--- src/rtl/uart_pkg.sv ---
// Shared UART definitions for the transmit and receive paths.
// Data width, FSM state encoding and baud divider derivation.
`timescale 1ns/1ps
package uart_pkg;

  localparam int UART_DATA_BITS = 8;

  typedef enum logic [1:0] {
    IDLE  = 2'd0,
    START = 2'd1,
    DATA  = 2'd2,
    STOP  = 2'd3
  } uart_state_e;

  function automatic int clks_per_bit(
    input int clk_freq,
    input int baud_rate
  );
    return clk_freq / baud_rate;
  endfunction

endpackage

--- src/rtl/uart_tx_buffered_fifo.sv ---
// Synchronous FIFO with wrap-bit pointers; no push/pop bypass.
// Ports: push_i/pop_i/data_i in; data_o (head), full_o, empty_o, count_o out.
`timescale 1ns/1ps
module sync_fifo #(
  parameter int WIDTH = 8,
  parameter int DEPTH = 16
) (
  input  logic                     clk,
  input  logic                     rst,
  input  logic                     push_i,
  input  logic                     pop_i,
  input  logic [WIDTH-1:0]         data_i,
  output logic [WIDTH-1:0]         data_o,
  output logic                     full_o,
  output logic                     empty_o,
  output logic [$clog2(DEPTH):0]   count_o
);

  localparam int AW = $clog2(DEPTH);

  logic [WIDTH-1:0] mem_q [DEPTH];
  logic [AW:0]      wr_q;
  logic [AW:0]      rd_q;
  logic             push_ok;
  logic             pop_ok;

  // full/empty come from registered pointers only, so a pop
  // never frees a slot for a push in the same cycle
  assign full_o  = (wr_q[AW] != rd_q[AW]) &&
                   (wr_q[AW-1:0] == rd_q[AW-1:0]);
  assign empty_o = (wr_q == rd_q);
  assign count_o = wr_q - rd_q;
  assign data_o  = mem_q[rd_q[AW-1:0]];

  assign push_ok = push_i && !full_o;
  assign pop_ok  = pop_i && !empty_o;

  always_ff @(posedge clk) begin
    if (push_ok) begin
      mem_q[wr_q[AW-1:0]] <= data_i;
    end
  end

  always_ff @(posedge clk or posedge rst) begin
    if (rst) begin
      wr_q <= '0;
      rd_q <= '0;
    end else begin
      if (push_ok) wr_q <= wr_q + 1'b1;
      if (pop_ok)  rd_q <= rd_q + 1'b1;
    end
  end

endmodule

--- src/rtl/uart_tx_buffered.sv ---
// Buffered 8N1 UART transmitter: FIFO front end feeding a shift FSM.
// Ports: tx_data/tx_valid/tx_ready push side; tx_serial, tx_busy, tx_done, fifo_count.
`timescale 1ns/1ps
module uart_tx_buffered
  import uart_pkg::*;
#(
  parameter int CLK_FREQ   = 50000000,
  parameter int BAUD_RATE  = 9600,
  parameter int FIFO_DEPTH = 16
) (
  input  logic                          clk,
  input  logic                          rst,
  input  logic [UART_DATA_BITS-1:0]     tx_data,
  input  logic                          tx_valid,
  output logic                          tx_ready,
  output logic                          tx_serial,
  output logic                          tx_busy,
  output logic                          tx_done,
  output logic [$clog2(FIFO_DEPTH):0]   fifo_count
);

  localparam int CPB  = clks_per_bit(CLK_FREQ, BAUD_RATE);
  localparam int BW   = (CPB > 1) ? $clog2(CPB) : 1;
  localparam int BITW = $clog2(UART_DATA_BITS);

  uart_state_e               state_q;
  logic [BW-1:0]             baud_q;
  logic [BITW-1:0]           bit_q;
  logic [UART_DATA_BITS-1:0] shift_q;
  logic                      serial_q;
  logic                      busy_q;
  logic                      done_q;

  logic                      full;
  logic                      empty;
  logic [UART_DATA_BITS-1:0] head;
  logic                      wrap;
  logic                      pop;

  assign wrap = (baud_q == BW'(CPB - 1));
  assign pop  = !empty &&
                ((state_q == IDLE) ||
                 (state_q == STOP && wrap));

  assign tx_ready  = !full;
  assign tx_serial = serial_q;
  assign tx_busy   = busy_q;
  assign tx_done   = done_q;

  sync_fifo #(
    .WIDTH (UART_DATA_BITS),
    .DEPTH (FIFO_DEPTH)
  ) u_fifo (
    .clk     (clk),
    .rst     (rst),
    .push_i  (tx_valid),
    .pop_i   (pop),
    .data_i  (tx_data),
    .data_o  (head),
    .full_o  (full),
    .empty_o (empty),
    .count_o (fifo_count)
  );

  always_ff @(posedge clk or posedge rst) begin
    if (rst) begin
      state_q  <= IDLE;
      baud_q   <= '0;
      bit_q    <= '0;
      shift_q  <= '0;
      serial_q <= 1'b1;
      busy_q   <= 1'b0;
      done_q   <= 1'b0;
    end else begin
      done_q <= 1'b0;
      unique case (state_q)
        IDLE: begin
          serial_q <= 1'b1;
          if (!empty) begin
            shift_q  <= head;
            baud_q   <= '0;
            bit_q    <= '0;
            serial_q <= 1'b0;
            busy_q   <= 1'b1;
            state_q  <= START;
          end
        end
        START: begin
          if (wrap) begin
            baud_q   <= '0;
            serial_q <= shift_q[0];
            state_q  <= DATA;
          end else begin
            baud_q <= baud_q + 1'b1;
          end
        end
        DATA: begin
          if (wrap) begin
            baud_q <= '0;
            if (bit_q == BITW'(UART_DATA_BITS - 1)) begin
              serial_q <= 1'b1;
              state_q  <= STOP;
            end else begin
              // line is registered: present the next bit now
              shift_q  <= shift_q >> 1;
              serial_q <= shift_q[1];
              bit_q    <= bit_q + 1'b1;
            end
          end else begin
            baud_q <= baud_q + 1'b1;
          end
        end
        STOP: begin
          // registered pulse lands on the final stop cycle
          if (baud_q == BW'(CPB - 2)) done_q <= 1'b1;
          if (wrap) begin
            baud_q <= '0;
            if (!empty) begin
              shift_q  <= head;
              bit_q    <= '0;
              serial_q <= 1'b0;
              state_q  <= START;
            end else begin
              busy_q  <= 1'b0;
              state_q <= IDLE;
            end
          end else begin
            baud_q <= baud_q + 1'b1;
          end
        end
      endcase
    end
  end

endmodule

--- config.mk ---
export PLATFORM = sky130hd
export DESIGN_NAME = uart_tx_buffered
export DESIGN_NICKNAME = d
export VERILOG_FILES = /design/src/rtl/uart_pkg.sv /design/src/rtl/uart_tx_buffered_fifo.sv /design/src/rtl/uart_tx_buffered.sv
export SDC_FILE = /design/constraint.sdc
export NUM_CORES = 1
export LEC_CHECK = 0
export ABC_AREA = 1
export ABC_CLOCK_PERIOD_IN_PS = 3500
export CAP_MARGIN = 20
export CORE_MARGIN = 3
export CORE_UTILIZATION = 40
export CTS_BUF_LIST = sky130_fd_sc_hd__clkbuf_8 sky130_fd_sc_hd__clkbuf_16
export CTS_CLUSTER_SIZE = 14
export DETAILED_ROUTE_END_ITERATION = 6
export PLACE_DENSITY_LB_ADDON = 0.2
export SYNTH_ARGS = -nofsm -noshare
export SYNTH_HDL_FRONTEND = slang
export SYNTH_HIERARCHICAL = 1
export SYNTH_SLANG_ARGS = --single-unit
--- constraint.sdc ---
create_clock -name clk -period 3.5 [get_ports clk]
set_clock_uncertainty 0.15 [all_clocks]
set_input_delay 0.525 -clock clk [delete_from_list [all_inputs] [get_ports clk]]
set_output_delay 0.525 -clock clk [all_outputs]
set_load 0.01 [all_outputs]
### Yosys cells after proc, flatten, opt, wreduce, memory -nomap -nowiden

Memory sizes are Yosys's and may differ from the RTL's.
Cells that the tools add are included.

| storage, ports and cells | value |
|---|---|
| register bits after elaboration | 39 |
| RAM bits | 128 |
| bits of input ports | 11 |
| output and inout bits | 9 |
| logic and storage cells | 83 |
| memories kept | 1 |

| cells by class | value |
|---|---|
| add/sub/neg operators | 5 |
| eq/ne operators | 17 |
| mux-type cells | 35 |
| reduce and logical (&&, ||, !) cells | 16 |

Memory list:

| name | words | width | rd ports | clocked after memory_dff | write ports | RTL line | source |
|---|---|---|---|---|---|---|---|
| u_fifo.mem_q | 16 | 8 | 1 | 0 | 1 | uart_tx_buffered_fifo.sv:21 | `logic [WIDTH-1:0] mem_q [DEPTH];` |

Operators by type and width:

| cell | number |
|---|---|
| 8-bit two-way mux | 4 |
| 13-bit equality test (second input constant) | 2 |
| 13-bit two-way mux | 2 |
| 13-bit one-hot mux with 2 select lines | 1 |
| 8-bit one-hot mux with 3 select lines | 1 |
| 2-bit != test (second input constant) | 8 |
| 1-bit two-way mux | 14 |
| 13-bit by 1-bit adder with 13-bit output (second input constant) | 1 |
| 3-bit two-way mux | 4 |
| 4-bit AND reduction | 3 |
| 5-bit by 1-bit adder with 5-bit output (second input constant) | 2 |
| 2-bit two-way mux | 5 |
| 3-bit one-hot mux with 3 select lines | 1 |
| 2-bit one-hot mux with 4 select lines | 1 |
| 5-bit equality test | 1 |
| 1-bit logical AND | 5 |
| 5-bit AND reduction | 1 |
| 5-bit subtractor | 1 |
| 2-bit equality test (second input constant) | 2 |
| 4-bit equality test | 1 |
| 1-bit one-hot mux with 4 select lines | 1 |
| 3-bit by 1-bit adder with 3-bit output (second input constant) | 1 |
| 3-bit equality test (second input constant) | 1 |
| 3-bit nonzero test | 1 |
| other kinds (8) | 9 |

### Depth between registers and ports, before layout

| depth | value |
|---|---|
| depth in word-level cells | 6 |
| depth in mapped cells | 15 |
| gate-level depth less buffers | 13 |

### Cells and area by module

Netlist, hierarchy kept.

Modules (own cells, without submodules):

| module | instances | cells each | area each (sq um) | sequential area each (sq um) |
|---|---|---|---|---|
| sync_fifo | 1 | 659 | 6392.4 | 4093.9 |
| uart_tx_buffered | 1 | 242 | 1742.9 | 726.9 |

### Worst setup path before layout

Ideal clock, no wire load.

| timing path | value |
|---|---|
| path kind | flip-flop to flip-flop |
| start point | register u_fifo.rd_q[1] |
| end point | memory u_fifo.mem_q[7][0] (enable) |
| library setup time | 0.383 ns |
| arrival time | 2.015 ns |
| data required time | 2.967 ns |
| slack | 0.952 ns |
| cell stages (with the launch flop) | 11 |
| path buffers | 3 |
| period minus slack after synthesis | 2.548 ns |
| cell sequence | dfrtp_1 -> buf_2 -> inv_2 -> buf_2 -> ha_1 -> nand2_1 -> nor2_1 -> nand2_1 -> nand2_1 -> buf_6 -> nor3_1 |

| on the way | value |
|---|---|
| cells in the longest elaborated chain, start to end | 6 |

Ends and longest elaborated chain:

| what | RTL line | source |
|---|---|---|
| start: declaration | uart_tx_buffered_fifo.sv:23 | `logic [AW:0] rd_q;` |
| start signal: assignment | uart_tx_buffered_fifo.sv:50 | `if (pop_ok) rd_q <= rd_q + 1'b1;` |
| 4-bit equality test | uart_tx_buffered_fifo.sv:30 | `(wr_q[AW-1:0] == rd_q[AW-1:0]);` |
| 1-bit logical AND | uart_tx_buffered_fifo.sv:29 | `assign full_o = (wr_q[AW] != rd_q[AW]) &&` |
| 1-bit logical NOT | uart_tx_buffered_fifo.sv:35 | `assign push_ok = push_i && !full_o;` |
| 1-bit logical AND | uart_tx_buffered_fifo.sv:35 |  |
| 1-bit two-way mux | uart_tx_buffered_fifo.sv:39 | `if (push_ok) begin` |
| 1-bit two-way mux (implied by the code) | uart_tx_buffered_fifo.sv:40 | `mem_q[wr_q[AW-1:0]] <= data_i;` |
| end: declaration | uart_tx_buffered_fifo.sv:21 |  |

No other way between the ends.

### Worst setup path in the final report

| timing path | value |
|---|---|
| start point | register u_fifo.wr_q[0] |
| end point | output fifo_count[4] |

| on the way | value |
|---|---|
| cells in the longest elaborated chain, start to end | 1 |

Ends and longest elaborated chain:

| what | RTL line | source |
|---|---|---|
| start: declaration | uart_tx_buffered_fifo.sv:22 | `logic [AW:0] wr_q;` |
| start signal: assignment | uart_tx_buffered_fifo.sv:49 | `if (push_ok) wr_q <= wr_q + 1'b1;` |
| 5-bit subtractor | uart_tx_buffered_fifo.sv:32 | `assign count_o = wr_q - rd_q;` |
| end: declaration | uart_tx_buffered.sv:19 | `output logic [$clog2(FIFO_DEPTH):0] fifo_count` |

No other way between the ends.

==> results.json <==
{
  "slew_viol_final": 0,
  "clock_path_buffers": 2,
  "maxSlewHeadroom_pct": 49.2,
  "cts.sinks": 167,
  "max-cap-violations": 0,
  "antenna_found_initial": 0,
  "synth-seq-area-share_pct": 59.3,
  "register_area_sq_um": 4820,
  "r2r_cells": 9,
  "netlist_instances": 901,
  "globalplace.congestion": 0.818,
  "grt_pass1_wl_um": 29000,
  "synth.distinct_cells": 29,
  "fmax_mhz": 303,
  "gr-total-overflow": 0,
  "dieWidth_um": 149,
  "rsz0062_at_grt": "false",
  "powerDensity_nw_per_um2": 544,
  "dieArea_sq_um": 22100,
  "cts.repair.resized": 0,
  "worst_slack_ns": 0.202,
  "clk_pin_slew_ns": 0.07,
  "grt_max_degree": 67,
  "cts_tree": "built",
  "required_ns": 2.82,
  "die_h_um": 149,
  "numCtsBuffers": 17,
  "grt_pass1_vias": 5260,
  "fp-row-count": 51,
  "synth_nets": 931,
  "synth-seq-cells": 167,
  "diodes": 0,
  "start_util_pct": 41.3,
  "drt-total-wl_um": 17700,
  "synth-simple-area-share_pct": 24.8,
  "drtPass1Iterations": 5,
  "cts_max_level": 4,
  "worstReg2RegEnd": "u_fifo/mem_q[5][3]$_DFFE_PP_",
  "tightest_slew_ns": 0.762,
  "numPortBuffers": 19,
  "netlist_area_sq_um": 8140,
  "r2r_slack_ns": 0.71,
  "nets": 959,
  "synthMuxAreaShare_pct": 0,
  "crit_path_end_kind": "primary output",
  "synth-compound-area-share_pct": 1.23,
  "initialDrtViolationCount": 341,
  "post-route-period-util_pct": 94.2,
  "syn_area_per_cell_sq_um": 9.03,
  "peakVddDrop_mv": 0.346,
  "multi_input_area_sq_um": 2520,
  "synth_top_family_by_area": "simple AND/OR/NAND/NOR gates",
  "worstPathArrival_ns": 2.62,
  "start_kind": "register",
  "hold_path_class": "primary input to asynchronous set/reset pin",
  "grtUsageTotal_pct": 17.1,
  "tns_ns": 0,
  "drc_errors": 0,
  "routedWlPerCell_um": 14.6,
  "syn_to_final_growth_pct": 13.5,
  "postCtsSetupRepairBufs": 0,
  "hold_violations": 0,
  "hpwl_um": 11700,
  "status": "finished clean",
  "antenna_left": 0,
  "critical_path_class": "register to primary output",
  "finalSetupViolCount": 0,
  "r2r-start": "u_fifo/rd_q[3]$_DFFE_PP0P_",
  "synth-xor-area-share_pct": 1.92,
  "drive_gt1_share_pct": 7.32,
  "dp_slack_ns": 0.653,
  "leakage_nw": 4.23,
  "via_per_inst": 4.62,
  "crit_fanout": 4,
  "ys_warn_count": 6,
  "worstSkewPairLatency_ns": 0.43,
  "min_period_ns": 3.30,
  "cts.root.buffer_cell": "clkbuf_16",
  "ctsHoldBuffers": 0,
  "yosys.area_share.adder_pct": 3.01,
  "io_pins": 20,
  "vias": 5578,
  "core_sq_um": 19700,
  "n_fill_cell": 1859
}
==> Yosys cell counts <==
| cell | n | area, sq um |
|---|---|---|
| or2_2 | 1 | 6.26 |
| clkbuf_1 | 2 | 7.51 |
| nor3_1 | 4 | 20.0 |
| xor2_1 | 11 | 96.3 |
| dfrtp_1 | 38 | 951 |
| xnor2_1 | 5 | 43.8 |
| fa_1 | 1 | 20.0 |
| o21ai_1 | 1 | 5.00 |
| inv_1 | 152 | 571 |
| dfstp_2 | 1 | 26.3 |
| o21ai_0 | 10 | 50.1 |
| nand2_2 | 4 | 25.0 |
| nor2_1 | 42 | 158 |
| nand2_1 | 317 | 1190 |
| clkinv_1 | 4 | 15.0 |
| edfxtp_1 | 128 | 3840 |
| buf_6 | 5 | 56.3 |
| buf_4 | 5 | 37.5 |
| nand2_4 | 1 | 11.3 |
| a21oi_1 | 9 | 45.0 |
| xor2_2 | 1 | 16.3 |
| nor4_1 | 1 | 6.26 |
| ha_1 | 18 | 225 |
| inv_2 | 6 | 22.5 |
| buf_2 | 17 | 85.1 |
| nor2_2 | 4 | 25.0 |
| nand3b_1 | 3 | 22.5 |
| nand3_1 | 107 | 536 |
| nand4_1 | 3 | 18.8 |
==> registers in the layout, summed over array words and instances (netlist names) <==
name	cells
u_fifo/mem_q	128
baud_q	13
shift_q	8
u_fifo/rd_q	5
u_fifo/wr_q	5
bit_q	3
state_q	2
tx_busy	1
tx_done	1
tx_serial	1
==> through the flow <==
stage	cell area (sq um)	hold slack (ns)	power (mW)	instances	utilization, %
2_1_floorplan	8140	0.215	2.84	901	-
3_3_place_gp	8630	0.301	3.18	1175	43.8
3_5_place_dp	8630	0.309	3.18	1175	43.8
4_1_cts	9230	0.261	5.08	1207	46.8
5_1_grt	9230	0.303	5.28	1207	46.8
6_report	9230	0.261	5.02	1207	46.8
==> cell families after synthesis <==
family,Yosys count
DFF,167
xor gates and xnor gates,17
AOI/OAI and AO/OA,20
adders and majority gates,19
and+or+nand+nor,487
buffers and inverters,191
==> critical path, cell delays in order, from the launching register on <==
cell and delay (ns):
dfrtp_1 0.42, inv_1 0.18, ha_1 0.17, inv_1 0.06
fa_1 0.40, nand3_1 0.10, nand2_1 0.07, xor2_1 0.20
clkdlybuf4s50_1 0.59
==> cell type report <==
class	count	share of cell area [%]
Sequential cell	167	52.2
Multi-Input combinational cell	543	27.3
Inverter	162	6.59
Clock buffer	17	4.61
Timing Repair Buffer	38	3.74
Tap cell	265	3.59
Clock inverter	15	1.96
==> how the worst max path moves through the flow <==
stage / endpoint / startpoint / slack (ns)
final: fifo_count[4] / u_fifo/wr_q[0]$_DFFE_PP0P_ / 0.20
after global routing: fifo_count[4] / u_fifo/wr_q[0]$_DFFE_PP0P_ / 0.02
after CTS: fifo_count[4] / u_fifo/wr_q[0]$_DFFE_PP0P_ / 0.18
after detailed placement: fifo_count[4] / u_fifo/wr_q[0]$_DFFE_PP0P_ / 0.65
after global placement: fifo_count[4] / u_fifo/wr_q[0]$_DFFE_PP0P_ / 0.67
after floorplan: u_fifo/mem_q[7][0]$_DFFE_PP_ / u_fifo/rd_q[1]$_DFFE_PP0P_ / 0.95
==> metal layers <==
metal	track usage (%)	part of all wire, %	vias to the layer above	routed length [um]
met1	24.2	49	2602	8570
met4	3.60	0.72	0	128
met3	3.96	3.3	11	590
met5	0	0	-	0
met2	27.3	47	87	8380
li1	-	-	2878	-
==> where the power goes <==
part	internal [mW]	total (mW)	switching (mW)
registers	2.30	2.37	0.0725
logic	0.297	0.758	0.461
clock network	1.03	1.89	0.866
==> cells in the final DEF, fill, tap and decap left out, types with 9 or more instances in the layout <==
cell type / n
a21oi_1: 9
buf_4: 18
clkbuf_16: 17
clkdlybuf4s50_1: 19
dfrtp_1: 37
edfxtp_1: 128
ha_1: 18
inv_1: 152
nand2_1: 317
nand3_1: 107
nor2_1: 42
o21ai_0: 10
xor2_1: 11
Note: power is estimated with default switching activity, not from simulation.
